<file path="config.mk">
export PLATFORM = sky130hd
export DESIGN_NAME = game_flow_ctrl_flat
export DESIGN_NICKNAME = d
export VERILOG_FILES = /design/src/rtl/game_pkg.sv /design/src/rtl/game_flow_ctrl_if.sv /design/src/rtl/game_flow_ctrl_frame_timer.sv /design/src/rtl/game_flow_ctrl.sv /design/src/flat_wrapper.sv
export SDC_FILE = /design/constraint.sdc
export NUM_CORES = 1
export LEC_CHECK = 0
export ABC_AREA = 1
export ABC_CLOCK_PERIOD_IN_PS = 1700
export CORE_MARGIN = 8
export CORE_UTILIZATION = 51
export CTS_CLUSTER_SIZE = 8
export DETAILED_ROUTE_END_ITERATION = 10
export GPL_ROUTABILITY_DRIVEN = 0
export GPL_TIMING_DRIVEN = 1
export PLACE_DENSITY = 0.79
export SYNTH_ARGS = -nofsm -noshare
export SYNTH_HDL_FRONTEND = slang
export SYNTH_SLANG_ARGS = --single-unit
</file>
<file path="constraint.sdc">
create_clock -name clk -period 1.7 [get_ports clk]
set_input_delay 0.34 -clock clk [delete_from_list [all_inputs] [get_ports clk]]
set_output_delay 0.34 -clock clk [all_outputs]
set_load 0.1 [all_outputs]
</file>
<file path="src/rtl/game_pkg.sv">
`default_nettype none
// ============================================================================
// Module   : game_pkg
// Brief    : Shared game state / winner encodings for the flow controller and
//            the display logic.
// Revision : 1.0
// ============================================================================
package game_pkg;

    localparam int STATE_W = 3;

    localparam logic [STATE_W-1:0] S_IDLE      = 3'd0;
    localparam logic [STATE_W-1:0] S_INTRO     = 3'd1;
    localparam logic [STATE_W-1:0] S_PVP       = 3'd2;
    localparam logic [STATE_W-1:0] S_PVAI      = 3'd3;
    localparam logic [STATE_W-1:0] S_GAME_OVER = 3'd4;

    typedef enum logic [1:0] {
        W_NONE = 2'd0,
        W_P1   = 2'd1,
        W_P2   = 2'd2
    } winner_e;

    function automatic logic is_play_state(input logic [STATE_W-1:0] s);
        return (s == S_PVP) || (s == S_PVAI);
    endfunction

endpackage
`default_nettype wire

</file>
<file path="src/rtl/game_flow_ctrl_if.sv">
`default_nettype none
// ============================================================================
// Module   : game_flow_ctrl_if
// Brief    : Event inputs and match status outputs of the game sequencer.
// Revision : 1.0
// ============================================================================
interface game_flow_ctrl_if;
    import game_pkg::*;

    logic               frame_tick;
    logic               btn_start;
    logic               btn_mode;
    logic               p1_out;
    logic               p2_out;
    logic [STATE_W-1:0] game_state;
    logic               mode_ai;
    logic               state_enter;
    logic               round_reset;
    logic               round_active;
    logic [1:0]         p1_score;
    logic [1:0]         p2_score;
    logic [1:0]         winner;

    modport master (
        output frame_tick, btn_start, btn_mode, p1_out, p2_out,
        input  game_state, mode_ai, state_enter, round_reset, round_active,
               p1_score, p2_score, winner
    );

    modport slave (
        input  frame_tick, btn_start, btn_mode, p1_out, p2_out,
        output game_state, mode_ai, state_enter, round_reset, round_active,
               p1_score, p2_score, winner
    );

endinterface
`default_nettype wire

</file>
<file path="src/rtl/game_flow_ctrl_frame_timer.sv">
`default_nettype none
// ============================================================================
// Module   : frame_timer
// Brief    : Frame tick counter with clear and terminal-count detect.
// Revision : 1.0
// ============================================================================
module frame_timer #(
    parameter int WIDTH = 9
) (
    input  logic             clk,
    input  logic             rst,
    input  logic             clr_i,
    input  logic             tick_i,
    input  logic [WIDTH-1:0] limit_i,
    output logic             done_o
);

    logic [WIDTH-1:0] count_q;

    always_ff @(posedge clk) begin
        if (rst || clr_i) begin
            count_q <= '0;
        end else if (tick_i) begin
            count_q <= count_q + WIDTH'(1);
        end
    end

    // Terminal tick: the limit-th tick counted since the last clear.
    assign done_o = tick_i && (count_q == (limit_i - WIDTH'(1)));

endmodule
`default_nettype wire

</file>
<file path="src/rtl/game_flow_ctrl.sv">
`default_nettype none
// ============================================================================
// Module   : game_flow_ctrl
// Brief    : Match sequencer: IDLE -> INTRO -> PvP/PvAI -> GAME_OVER, scoring
//            and round-restart pulses.
// Revision : 1.0
// ============================================================================
module game_flow_ctrl
    import game_pkg::*;
#(
    parameter int INTRO_TICKS = 150,
    parameter int OVER_TICKS  = 300,
    parameter int WIN_ROUNDS  = 3
) (
    input  logic             clk,
    input  logic             reset,
    game_flow_ctrl_if.slave  bus
);

    localparam int c_MAX_TICKS = (INTRO_TICKS > OVER_TICKS) ? INTRO_TICKS : OVER_TICKS;
    localparam int c_TIMER_W   = $clog2(c_MAX_TICKS + 1);
    localparam logic [c_TIMER_W-1:0] c_INTRO_LIM = c_TIMER_W'(INTRO_TICKS);
    localparam logic [c_TIMER_W-1:0] c_OVER_LIM  = c_TIMER_W'(OVER_TICKS);
    localparam logic [1:0]           c_WIN       = 2'(WIN_ROUNDS);

    logic [STATE_W-1:0] state_q, state_d;
    logic               mode_ai_q, mode_ai_d;
    logic [1:0]         p1_score_q, p1_score_d;
    logic [1:0]         p2_score_q, p2_score_d;
    logic [1:0]         winner_q, winner_d;
    logic               state_enter_q, state_enter_d;
    logic               round_reset_q, round_reset_d;
    logic               round_active_q;

    logic                 w_timer_done;
    logic [c_TIMER_W-1:0] w_timer_limit;
    logic [1:0]           w_p1_inc;
    logic [1:0]           w_p2_inc;

    assign w_timer_limit = (state_q == S_INTRO) ? c_INTRO_LIM : c_OVER_LIM;
    assign w_p1_inc      = p1_score_q + 2'd1;
    assign w_p2_inc      = p2_score_q + 2'd1;

    frame_timer #(
        .WIDTH (c_TIMER_W)
    ) u_frame_timer (
        .clk     (clk),
        .rst     (reset),
        .clr_i   (state_d != state_q),
        .tick_i  (bus.frame_tick),
        .limit_i (w_timer_limit),
        .done_o  (w_timer_done)
    );

    always_comb begin
        state_d       = state_q;
        mode_ai_d     = mode_ai_q;
        p1_score_d    = p1_score_q;
        p2_score_d    = p2_score_q;
        winner_d      = winner_q;
        round_reset_d = 1'b0;

        case (state_q)
            S_IDLE: begin
                if (bus.btn_start) begin
                    p1_score_d = 2'd0;
                    p2_score_d = 2'd0;
                    winner_d   = W_NONE;
                    state_d    = S_INTRO;
                end else if (bus.btn_mode) begin
                    mode_ai_d = ~mode_ai_q;
                end
            end
            S_INTRO: begin
                if (bus.btn_start || w_timer_done) begin
                    state_d = mode_ai_q ? S_PVAI : S_PVP;
                end
            end
            S_PVP, S_PVAI: begin
                // A loss by one player is a round win for the other.
                if (bus.p1_out && bus.p2_out) begin
                    round_reset_d = 1'b1;
                end else if (bus.p1_out) begin
                    p2_score_d = w_p2_inc;
                    if (w_p2_inc == c_WIN) begin
                        state_d  = S_GAME_OVER;
                        winner_d = W_P2;
                    end else begin
                        round_reset_d = 1'b1;
                    end
                end else if (bus.p2_out) begin
                    p1_score_d = w_p1_inc;
                    if (w_p1_inc == c_WIN) begin
                        state_d  = S_GAME_OVER;
                        winner_d = W_P1;
                    end else begin
                        round_reset_d = 1'b1;
                    end
                end
            end
            S_GAME_OVER: begin
                if (bus.btn_start || w_timer_done) begin
                    state_d = S_IDLE;
                end
            end
            default: begin
                state_d = S_IDLE;
            end
        endcase

        state_enter_d = (state_d != state_q);
        if (state_enter_d && is_play_state(state_d)) begin
            round_reset_d = 1'b1;
        end
    end

    always_ff @(posedge clk) begin
        if (reset) begin
            state_q        <= S_IDLE;
            mode_ai_q      <= 1'b0;
            p1_score_q     <= 2'd0;
            p2_score_q     <= 2'd0;
            winner_q       <= W_NONE;
            state_enter_q  <= 1'b0;
            round_reset_q  <= 1'b0;
            round_active_q <= 1'b0;
        end else begin
            state_q        <= state_d;
            mode_ai_q      <= mode_ai_d;
            p1_score_q     <= p1_score_d;
            p2_score_q     <= p2_score_d;
            winner_q       <= winner_d;
            state_enter_q  <= state_enter_d;
            round_reset_q  <= round_reset_d;
            round_active_q <= is_play_state(state_d);
        end
    end

    assign bus.game_state   = state_q;
    assign bus.mode_ai      = mode_ai_q;
    assign bus.state_enter  = state_enter_q;
    assign bus.round_reset  = round_reset_q;
    assign bus.round_active = round_active_q;
    assign bus.p1_score     = p1_score_q;
    assign bus.p2_score     = p2_score_q;
    assign bus.winner       = winner_q;

endmodule
`default_nettype wire

</file>
<file path="src/flat_wrapper.sv">
// flat-port wrapper written by rule: the top's interface ports become plain ports
module game_flow_ctrl_flat import game_pkg::*;
#(
    parameter int INTRO_TICKS = 150,
    parameter int OVER_TICKS  = 300,
    parameter int WIN_ROUNDS  = 3
)
  (clk, reset, bus_frame_tick, bus_btn_start, bus_btn_mode, bus_p1_out, bus_p2_out, bus_game_state, bus_mode_ai, bus_state_enter, bus_round_reset, bus_round_active, bus_p1_score, bus_p2_score, bus_winner);
  game_flow_ctrl_if bus_i ();
  input  logic clk;
  input  logic reset;
  input wire logic [$bits(bus_i.frame_tick)-1:0] bus_frame_tick;
  input wire logic [$bits(bus_i.btn_start)-1:0] bus_btn_start;
  input wire logic [$bits(bus_i.btn_mode)-1:0] bus_btn_mode;
  input wire logic [$bits(bus_i.p1_out)-1:0] bus_p1_out;
  input wire logic [$bits(bus_i.p2_out)-1:0] bus_p2_out;
  output wire logic [$bits(bus_i.game_state)-1:0] bus_game_state;
  output wire logic [$bits(bus_i.mode_ai)-1:0] bus_mode_ai;
  output wire logic [$bits(bus_i.state_enter)-1:0] bus_state_enter;
  output wire logic [$bits(bus_i.round_reset)-1:0] bus_round_reset;
  output wire logic [$bits(bus_i.round_active)-1:0] bus_round_active;
  output wire logic [$bits(bus_i.p1_score)-1:0] bus_p1_score;
  output wire logic [$bits(bus_i.p2_score)-1:0] bus_p2_score;
  output wire logic [$bits(bus_i.winner)-1:0] bus_winner;
  assign bus_i.frame_tick = bus_frame_tick;
  assign bus_i.btn_start = bus_btn_start;
  assign bus_i.btn_mode = bus_btn_mode;
  assign bus_i.p1_out = bus_p1_out;
  assign bus_i.p2_out = bus_p2_out;
  assign bus_game_state = bus_i.game_state;
  assign bus_mode_ai = bus_i.mode_ai;
  assign bus_state_enter = bus_i.state_enter;
  assign bus_round_reset = bus_i.round_reset;
  assign bus_round_active = bus_i.round_active;
  assign bus_p1_score = bus_i.p1_score;
  assign bus_p2_score = bus_i.p2_score;
  assign bus_winner = bus_i.winner;
  game_flow_ctrl #(.INTRO_TICKS(INTRO_TICKS), .OVER_TICKS(OVER_TICKS), .WIN_ROUNDS(WIN_ROUNDS)) u_core (.clk(clk), .reset(reset), .bus(bus_i));
endmodule
</file>
==> flow_results.org <==
** Floorplan
- For this configuration, the core starts out at a cell density of 0.535.
- Number of placement rows :: 17
- After floorplanning, the core was sized to cover 2190 µm².
- In this run the count of I/O pins placed on the die edge is 20.
- Die outline width :: 63.9 µm
- The die covers 4090 µm².
- Height of the die :: 63.9 µm

** Worst setup path
- Data on the critical path is required at its endpoint by 1.95 ns.
- The worst setup path is captured at a register.
- The worst register-to-register path has a setup slack of -0.08 ns.
- Along the worst path, the maximum fanout reaches 3.
- Critical Path Start Type :: primary input
- The critical path is of the in2reg type.
- Worst reg2reg endpoint :: u_core.u_frame_timer.count_q[6]
- Worst r2r src :: u_core.u_frame_timer.count_q[2]
- Data arrives at the worst endpoint at 2.09 ns.
- Worst R2R Path Depth :: 10

** Detailed routing
- For this run, design rule violations remaining after detail routing come to 0.
- In the final routed layout, each cell accounts on average for 17.4 µm.
- Number of DRC violations after detailed-routing iteration 0 :: 103
- In the routed layout, each cell is associated on average with a via count of 5.65.
- Post-route antenna net violation count :: 0
- 1st-pass router iterations :: 4
- Summed over all layers, the routed wires come to 3990 µm.
- Across all layers, the routed design uses 1299 vias.

** STA
- Final clock period utilization by the worst path :: 1.08
- Final worst clock skew :: 0.00228 ns
- At the pin with the least slew margin, the transition time is 0.476 ns.
- Max Transition Viols Final :: 0
- Setup repair after global routing could not meet its margin everywhere.
- Setup slack on the critical path of the routed design comes to -0.133 ns.
- Hold slack final :: 0.530 ns
- Setup TNS :: -0.776 ns
- The final hold violation count is 0.
- In this run the tightest slew margin relative to its limit is 0.682.
- Setup violations remaining at the end of the flow were counted as 12.
- For the finished layout, the period the worst path requires is 1.83 ns.
- Derived from the worst setup path, the maximum achievable clock frequency is 546 MHz.

** Hold path
- In this run the most critical hold path is launched from bus_p1_out.
- The path with the worst hold slack has its endpoint at u_core.bus.winner[0].
- Counting instances, the worst hold path has a depth of 4.
- Path type of the worst min-delay path :: in2reg

** Power and ir drop
- IR analysis of the VDD net gives a maximum drop of 660 µV.
- Summed over all nets, the switching power comes to 0.000609 W.
- Register share of total power :: 0.397
- Cell internal power was estimated by the tool at 0.000880 W.
- Design Power :: 0.00149 W
- Part of the power in combinational logic :: 0.433
- Power spread over the standard cell area amounts to 801 nW/µm².
- The share of total power dissipated in the clock network is 0.171.
- P_leak :: 0.746 nW
- Of the total power, the share spent switching nets is 0.409.

** Cells and area
- Net total in the final layout :: 213
- Fraction of final layout cells with drive strength greater than 1 :: 0.450
- Layout-stage area growth over the synthesis result :: 58.8%
- The repair_antennas step left the layout with diodes totalling 0.
- The finished cells cover 1860 µm².
- Number of cells in the finished layout apart from fillers :: 230

** Status
- The flow ran to the end, but the final reports show violations.
- Violated checks :: setup timing

** Synthesis
- Measured against the total synthesized area, the mux share comes to 0.
- The synthesized-area fraction occupied by ao, oa, aoi and oai cells is 0.131.
- Yosys Warn Count :: 0
- Distinct cells, synth :: 27
- XOR/XNOR Fraction of Synth Area :: 0.0598
- Synth Area in Simple Gates :: 0.316
- Register area share after synthesis :: 0.376
- By area, the combinational part of the netlist is dominated by simple AND/OR/NAND/NOR gates.
- After synthesis the cells add up to 1170 µm².
- Of the total synthesized cell area, the portion taken by full adders, half adders and majority gates is 0.0321.
- Dividing the synthesized area by the synthesized cell count gives 7.37 µm².
- The number of nets handed over by synthesis was 169.
- Synth Register Bits :: 22
- In the synthesized netlist, the number of instances is 159.

** Clock network
- Clock tree synthesis selected as its root buffer the cell clkbuf_4.
- CTS saw 22 sinks.
- Latest clock arrival within the worst-skew pair :: 0.32 ns
- Clock slew seen by the registers of the worst setup and hold paths :: 0.12 ns
- Number of buffers on the longest clock path :: 2
- Number of buffers added to fix hold violations after cts :: 0
- CTS built an H-tree with a depth of 1.
- Clock tree from TritonCTS :: built
- Clock tree synthesis inserted a total of 3 buffers.

** Global route
- Total global-route track usage :: 0.156
- Entering global routing, the biggest net connects 13 pins.
- Number of global-route vias before repair :: 1152
- Global-route congestion overflow total :: 0
- The first global-routing pass estimated 5220 µm of wire.
- Initial antenna violation count :: 0

** Placement
- The count of buffers added on input and output ports is 19.
- Summed over all nets, the half-perimeter wirelength after detailed placement is 2340 µm.
- Once placement completed, the tool counted placed cells totaling 216.
- In this run the cell area measured after placement is 1680 µm².

** Job
- The tool flagged a number of max-cap violations equal to 0.
==> sequential cells by signal, summed over array words and instances (netlist names) <==
| register | cells |
|---|---|
| u_core.bus.mode_ai | 1 |
| u_core.bus.round_active | 1 |
| u_core.bus.p2_score | 2 |
| u_core.u_frame_timer.count_q | 9 |
| u_core.bus.state_enter | 1 |
| u_core.bus.p1_score | 2 |
| u_core.bus.game_state | 3 |
| u_core.bus.round_reset | 1 |
| u_core.bus.winner | 2 |
==> per-stage QoR <==
stage | worst slack [ns] | util
CTS | 0.00591 | 0.784
global placement | -0.290 | 0.766
floorplan | -0.0200 | -
detailed placement | -0.379 | 0.766
global route | -0.204 | 0.849
finish | -0.133 | 0.849
==> cells in the final DEF, fill, tap and decap left out, types with 2 or more instances in the layout <==
cell type,n
inv_1,15
a21oi_1,13
ha_4,2
nand3_2,4
nand2_4,2
inv_4,3
clkdlybuf4s50_1,4
nand3_1,3
nand4_1,5
nor2_1,12
inv_2,6
xor2_1,7
buf_4,21
nor2_4,6
dfxtp_4,7
buf_12,13
nor2_2,8
nand3_4,2
nand2_1,25
o21ai_0,8
dfxtp_2,5
dfxtp_1,10
nand2_2,5
clkbuf_4,3
==> cells in the mapped netlist (all sizes together) <==
cell	count	area share
xor2	7	0.052
nand4	5	0.027
clkbuf	1	0.0032
nor3	1	0.0085
o21ai	10	0.046
dfxtp	22	0.38
o211ai	1	0.0064
a21oi	14	0.063
nor2	26	0.12
nand3	8	0.049
ha	3	0.032
inv	24	0.077
o211a	1	0.0085
xnor2	1	0.0075
o32ai	1	0.0075
or2	1	0.0053
buf	1	0.0043
nand2	32	0.11
==> how the worst max path moves through the flow <==
stage | to | cells after the start | startpoint
3_3_place_gp | u_core.u_frame_timer.count_q[1] | 11 | bus_p2_out
5_1_grt | u_core.bus.winner[0] | 9 | u_core.bus.game_state[2]
2_1_floorplan | u_core.u_frame_timer.count_q[1] | 11 | u_core.bus.p1_score[1]
6_report | u_core.bus.state_enter | 12 | bus_frame_tick
3_5_place_dp | u_core.u_frame_timer.count_q[1] | 11 | bus_p2_out
4_1_cts | u_core.u_frame_timer.count_q[2] | 11 | bus_p1_out
==> metal layers <==
layer	track usage	wire [µm]
met1	0.172	1510
met2	0.265	2090
met5	0	0
met3	0.0331	231
met4	0.0975	153
==> worst max-delay path, stage by stage <==
cell and delay [ns]:
clkdlybuf4s50_1 0.51, nand3_1 0.14, nor2_1 0.16, nand3_2 0.13, nand2_2 0.09, nand2_2 0.05
nand2_2 0.08, nand2_1 0.06, nand2_1 0.08, nand2_2 0.12, buf_4 0.16, a21oi_1 0.16
==> power groups by stage <==
stage / clock network (W) / registers (W) / logic, W
after floorplan: 0 / 0.000786 / 0.000165
after global placement: 0 / 0.000599 / 0.000560
after detailed placement: 0 / 0.000601 / 0.000573
after CTS: 0.000247 / 0.000589 / 0.000584
after global routing: 0.000284 / 0.000594 / 0.000675
final: 0.000254 / 0.000591 / 0.000644
==> kinds of logic (layout without fill, tap and decap cells) <==
| kind of cell | Yosys count | after routing |
|---|---|---|
| AOI/OAI and AO/OA | 27 | 27 |
| and+or+nand+nor | 73 | 74 |
| adders and majority gates | 3 | 3 |
| DFF | 22 | 22 |
| xor gates and xnor gates | 8 | 8 |
| buffers and inverters | 26 | 68 |
==> layout make-up <==
type,instances,area (µm²)
Clock buffer,4,26.3
Timing Repair Buffer,40,479
Inverter,24,97.6
Multi-Input combinational cell,112,748
Sequential cell,22,473
Tap cell,28,35.0
Fill cell,121,332
==> what timing repair did <==
action	in CTS	in global routing
cloned	1	0
resized for setup	2	23
endpoints found under the setup margin	9	12
pin swaps	2	12
setup buffers	0	9
No activity file was read; power rests on OpenSTA's default activity.
